==> src/rtl/ebus_ctl.sv <==
// EBUS master controller: arbitrates CPU-PI and front-end requests and runs one
// EBUS transfer at a time. Define EBUS_CTL_TIMEOUT_EN to add the DEMAND/RELEASE abort timer.
module ebus_ctl #(
   parameter int SETUP_CYCLES   = 2,
   parameter int TIMEOUT_CYCLES = 64
) (
   input  logic        clk,
   input  logic        reset,
   input  logic        pi_req,
   input  logic        pi_write,
   input  logic [6:0]  pi_cs,
   input  logic [2:0]  pi_func,
   input  logic [35:0] pi_wdata,
   output logic        pi_done,
   input  logic        fe_req,
   input  logic        fe_write,
   input  logic [6:0]  fe_cs,
   input  logic [2:0]  fe_func,
   input  logic [35:0] fe_wdata,
   output logic        fe_done,
   output logic [35:0] rd_data,
   output logic        err,
   output logic [6:0]  ebus_cs,
   output logic [2:0]  ebus_func,
   output logic        ebus_demand,
   output logic        ebus_drive,
   output logic [35:0] ebus_wdata,
   input  logic        ebus_xfer,
   input  logic [35:0] ebus_rdata,
   output logic        busy
);

   if (SETUP_CYCLES < 1 || SETUP_CYCLES > 15) begin : g_bad_setup
      $error("ebus_ctl: SETUP_CYCLES out of range 1..15");
   end
   if (TIMEOUT_CYCLES < 2 || TIMEOUT_CYCLES > 255) begin : g_bad_timeout
      $error("ebus_ctl: TIMEOUT_CYCLES out of range 2..255");
   end

   typedef enum logic [2:0] {IDLE, SETUP, DEMAND, RELEASE, DONE} state_t;

   localparam logic [3:0] SLAST = 4'(SETUP_CYCLES - 1);

   state_t      state, state_nxt;
   logic        last_fe, gnt_fe, grant, grant_fe, capture, active;
   logic [3:0]  scnt;
   logic        lat_write;
   logic [6:0]  lat_cs;
   logic [2:0]  lat_func;
   logic [35:0] lat_wdata;
`ifdef EBUS_CTL_TIMEOUT_EN
   localparam logic [7:0] TLAST = 8'(TIMEOUT_CYCLES - 1);
   logic [7:0]  tcnt;
   logic        tmo_hit, abort, err_q;
`endif

   // On a tie the requester that did not win last time gets the bus
   assign grant_fe = fe_req && (!pi_req || !last_fe);

   always_comb begin
      state_nxt = state;
      grant     = 1'b0;
      capture   = 1'b0;
`ifdef EBUS_CTL_TIMEOUT_EN
      abort     = 1'b0;
`endif
      case (state)
         IDLE: begin
            if (pi_req || fe_req) begin
               grant     = 1'b1;
               state_nxt = SETUP;
            end
         end
         SETUP: begin
            if (scnt == SLAST) state_nxt = DEMAND;
         end
         DEMAND: begin
            if (ebus_xfer) begin
               capture   = !lat_write;
               state_nxt = RELEASE;
            end
`ifdef EBUS_CTL_TIMEOUT_EN
            else if (tmo_hit) begin
               abort     = 1'b1;
               state_nxt = DONE;
            end
`endif
         end
         RELEASE: begin
            if (!ebus_xfer) state_nxt = DONE;
`ifdef EBUS_CTL_TIMEOUT_EN
            else if (tmo_hit) begin
               abort     = 1'b1;
               state_nxt = DONE;
            end
`endif
         end
         DONE:    state_nxt = IDLE;
         default: state_nxt = IDLE;
      endcase
   end

   always_ff @(posedge clk) begin
      if (reset) state <= IDLE;
      else       state <= state_nxt;
   end

   always_ff @(posedge clk) begin
      if (reset) begin
         last_fe <= 1'b1;
         gnt_fe  <= 1'b0;
         scnt    <= '0;
         rd_data <= '0;
      end else begin
         if (grant) begin
            last_fe <= grant_fe;
            gnt_fe  <= grant_fe;
            scnt    <= '0;
         end else if (state == SETUP) begin
            scnt <= scnt + 4'd1;
         end
         if (capture) rd_data <= ebus_rdata;
      end
   end

   // Operands are frozen at grant so requester changes cannot disturb the bus
   always_ff @(posedge clk) begin
      if (grant) begin
         lat_write <= grant_fe ? fe_write : pi_write;
         lat_cs    <= grant_fe ? fe_cs    : pi_cs;
         lat_func  <= grant_fe ? fe_func  : pi_func;
         lat_wdata <= grant_fe ? fe_wdata : pi_wdata;
      end
   end

`ifdef EBUS_CTL_TIMEOUT_EN
   assign tmo_hit = (tcnt == TLAST);
   assign err     = err_q;

   // Restarts on every state change, so it times DEMAND and RELEASE separately
   always_ff @(posedge clk) begin
      if (reset) begin
         tcnt  <= '0;
         err_q <= 1'b0;
      end else begin
         tcnt <= (state_nxt != state) ? 8'd0 : tcnt + 8'd1;
         if (grant)      err_q <= 1'b0;
         else if (abort) err_q <= 1'b1;
      end
   end
`else
   assign err = 1'b0;
`endif

   assign active      = (state == SETUP) || (state == DEMAND) || (state == RELEASE);
   assign ebus_cs     = active ? lat_cs : '0;
   assign ebus_func   = active ? lat_func : '0;
   assign ebus_drive  = active && lat_write;
   assign ebus_wdata  = (active && lat_write) ? lat_wdata : '0;
   assign ebus_demand = (state == DEMAND);
   assign pi_done     = (state == DONE) && !gnt_fe;
   assign fe_done     = (state == DONE) && gnt_fe;
   assign busy        = (state != IDLE);

endmodule
==> config.mk <==
export PLATFORM = sky130hd
export DESIGN_NAME = ebus_ctl
export DESIGN_NICKNAME = d
export VERILOG_FILES = /design/src/rtl/ebus_ctl.sv
export SDC_FILE = /design/constraint.sdc
export NUM_CORES = 1
export LEC_CHECK = 0
export ABC_AREA = 1
export CAP_MARGIN = 20
export CORE_MARGIN = 1.5
export CORE_UTILIZATION = 43
export CTS_BUF_LIST = sky130_fd_sc_hd__clkbuf_4 sky130_fd_sc_hd__clkbuf_8
export DETAILED_ROUTE_END_ITERATION = 10
export PLACE_DENSITY = 0.88
export SYNTH_ARGS = -nofsm -noshare
export SYNTH_HDL_FRONTEND = slang
export SYNTH_SLANG_ARGS = --single-unit
==> constraint.sdc <==
create_clock -name clk -period 4.15 [get_ports clk]
set_input_delay 0.83 -clock clk [delete_from_list [all_inputs] [get_ports clk]]
set_output_delay 0.83 -clock clk [all_outputs]
set_load 0.005 [all_outputs]
==> out/qor.yml <==
synth:
  yosysUniqueCellTypes: 25
  netlist_instances: 532
  avgSynthCellArea_um2: 7.709
  syn-num-nets: 669
  async_flop_share_pct: 0
  synth-seq-cells: 92
  synth_top_cells_by_count: "163 x nand2_1, 131 x nor2_1, 62 x inv_1"
  synth-edff-count: 47
  cell_with_the_most_instances_after_synthesis: "nand2_1"
  synth.yosys.seq_area_share_pct: 56.38
  netlist_area_mm2: 0.004101
  synth_top_cell_by_area: "edfxtp_1"
  ys.warnings.count: 0
  synth-main-ff-cell: "edfxtp_1"
  yosys.area.top_type_share_pct: 34.41
  yosys-top-cells-area: "edfxtp_1 34%, dfxtp_1 22%, nand2_1 15%, nor2_1 12%, inv_1 5.7%"
global_routing:
  first_global_vias: 4034
  grt_overflow_total: 0
  first_pass_grt_wire_length_mm: 19.17
  grt_overall_usage_pct: 24.36
  antenna_found_initial: 0
  pin_count_of_the_biggest_net_entering_global_routing: 48
outcome:
  outcome: "complete, no violations"
timing:
  worst_margin_pin_slew_ns: 1.002
  final_period_minus_worst_setup_slack_ns: 2.945
  final-max-slew-violation-count: 0
  fin_worst_skew_ns: 0.01224
  max_freq_mhz: 339.6
  fin_crit_sh_pct: 70.95
  hold_viol: 0
  totalNegativeSetupSlack_ns: 0
  slew-limit-headroom_pct: 33.07
  setup_viol_count_final: 0
  setup_repair_after_global_routing_missed_its_margin: "false"
  setup_slack_ns: 1.205
clock_network:
  tritoncts_clock_tree: "built"
  cts_setup_buffers: 0
  numCtsBuffers: 9
  cts.repair.resized: 0
  worst_setup_hold_path_clk_slew_ns: 0.09
  hold_buffers: 0
  ctsHtreeMaxLevel: 3
  ctsLongestPathBuffers: 2
  root_buffer: "clkbuf_8"
  clock-sinks: 92
  worst_skew_pair.late_latency_ns: 0.35
route:
  routed_wl_mm: 12.49
  drt-pass1-iter-count: 5
  dr.first_iter.drc_count: 132
  avgViaCountPerCell: 4.689
  routed_wire_length_per_instance_um: 14.23
  route.antenna.remaining_nets: 0
  post-route-drc-count: 0
  dr_total_vias: 4117
setup_path:
  critical_path.reg2reg.endpoint: "lat_wdata[32]"
  critPathLaunch: "state[0]"
  criticalPathCategory: "reg2out"
  critPathMaxFanout: 32
  required_ns: 3.32
  worst_r2r_path_depth: 5
  timing.rr.start: "state[0]"
  worstSetupEndpoint: "ebus_wdata[28]"
  worst_setup_path_start_kind: "register"
  endpoint_kind: "output port"
  arrival_time_worst_endpoint_ns: 2.11
  worst-r2r-setup-slack_ns: 2.01
floorplanning:
  floorplan.die.height_um: 100.7
  coreArea_mm2: 0.009240
  die-width_um: 100.7
  fp.dieArea_mm2: 0.01013
  row_count: 35
  number_of_i_o_pins: 223
  initial_utilization_pct: 44.39
run:
  number_of_max_cap_violations: 0
cells_and_area:
  layout_cell_share_with_drive_strength_beyond_1_pct: 3.471
  num-nets-final: 881
  n_antenna_cell: 0
  layout-area-overhead-vs-synth_pct: 61.93
placement:
  dp_worst_setup_slack_ns: 1.142
  port_buffers: 221
  dp_hpwl_mm: 9.317
  gp_routability_congestion: 0.8434
power:
  power.leakage_uw: 0.002983
  pwr_density_cell_mw_per_mm2: 493.4
  design_power_total_uw: 3277
  max-vdd-ir-drop_mv: 0.2281
min_path:
  worstHoldPathType: "reg2reg"
  min_path_cells: 2
-- flip-flops by register name, indices dropped and copies added (netlist names) --
| name | cells |
|---|---|
| gnt_fe | 1 |
| last_fe | 1 |
| lat_cs | 7 |
| lat_func | 3 |
| lat_wdata | 36 |
| lat_write | 1 |
| rd_data | 36 |
| scnt | 4 |
| state | 3 |
-- critical path: stages (launching register included) --
cell and delay [ns]:
dfxtp_1 0.42, nor2_1 0.09, nor2_1 0.13, nand2_1 0.24, buf_16 0.25, nor2_1 0.11
clkdlybuf4s50_1 0.52
-- where the power goes --
group / internal [µW] / leakage (µW) / switching [µW]
clock network: 412 / 0.000124 / 304
registers: 1250 / 0.000823 / 89.7
logic: 614 / 0.00204 / 604
-- worst min path at each step --
stage	from	to	slack (ns)
after floorplan	last_fe	last_fe	0.43
after global routing	last_fe	last_fe	0.49
final	last_fe	last_fe	0.47
after detailed placement	last_fe	last_fe	0.45
after global placement	last_fe	last_fe	0.44
after CTS	last_fe	last_fe	0.47
-- per-layer routing --
metal	GRT usage (%)	vias up	wire, µm
met5	0	-	0
met1	27.02	1876	4695
li1	-	2034	-
met2	45.27	184	6617
met3	5.687	23	911
met4	8.667	0	269
-- area by class of cell --
cell class / count / area, µm²
well taps: 129 / 161.4
multi-input cells: 352 / 1426
clock inverters: 5 / 100.1
repair buffers: 225 / 2262
inverters: 64 / 240.2
fillers: 682 / 2599
flip-flops and latches: 92 / 2312
clock buffers: 11 / 138.9
-- cell usage in the layout (no fill, tap or decap), types with 2 or more instances in the layout --
master	n
ha_1	2
edfxtp_1	47
o21ai_0	39
clkdlybuf4s50_1	221
a21oi_1	3
dfxtp_1	45
clkbuf_4	2
bufinv_16	3
nand2_1	163
inv_1	61
nor2_1	131
nand3_1	6
buf_4	3
clkinv_2	2
inv_2	2
clkbuf_8	9
-- cell families after synthesis --
| group | share of synthesized area, % |
|---|---|
| AO/OA/AOI/OAI | 5.247 |
| adder cells (fa/ha/maj) | 0.6100 |
| flip-flops | 56.38 |
| XOR/XNOR | 0.2136 |
| other | 0.09143 |
| AND/OR/NAND/NOR | 28.62 |
| buffers and inverters | 8.846 |
-- per-stage QoR --
step	cells	cell area [µm²]	utilization (%)	hold slack, ns
2_1_floorplan	532	4101	-	0.4287
4_1_cts	877	6614	71.58	0.4745
5_1_grt	878	6641	71.88	0.4948
3_5_place_dp	861	6375	68.99	0.4525
6_report	878	6641	71.88	0.4728
3_3_place_gp	861	6375	68.99	0.4378
Note: power is estimated with default switching activity, not from simulation.
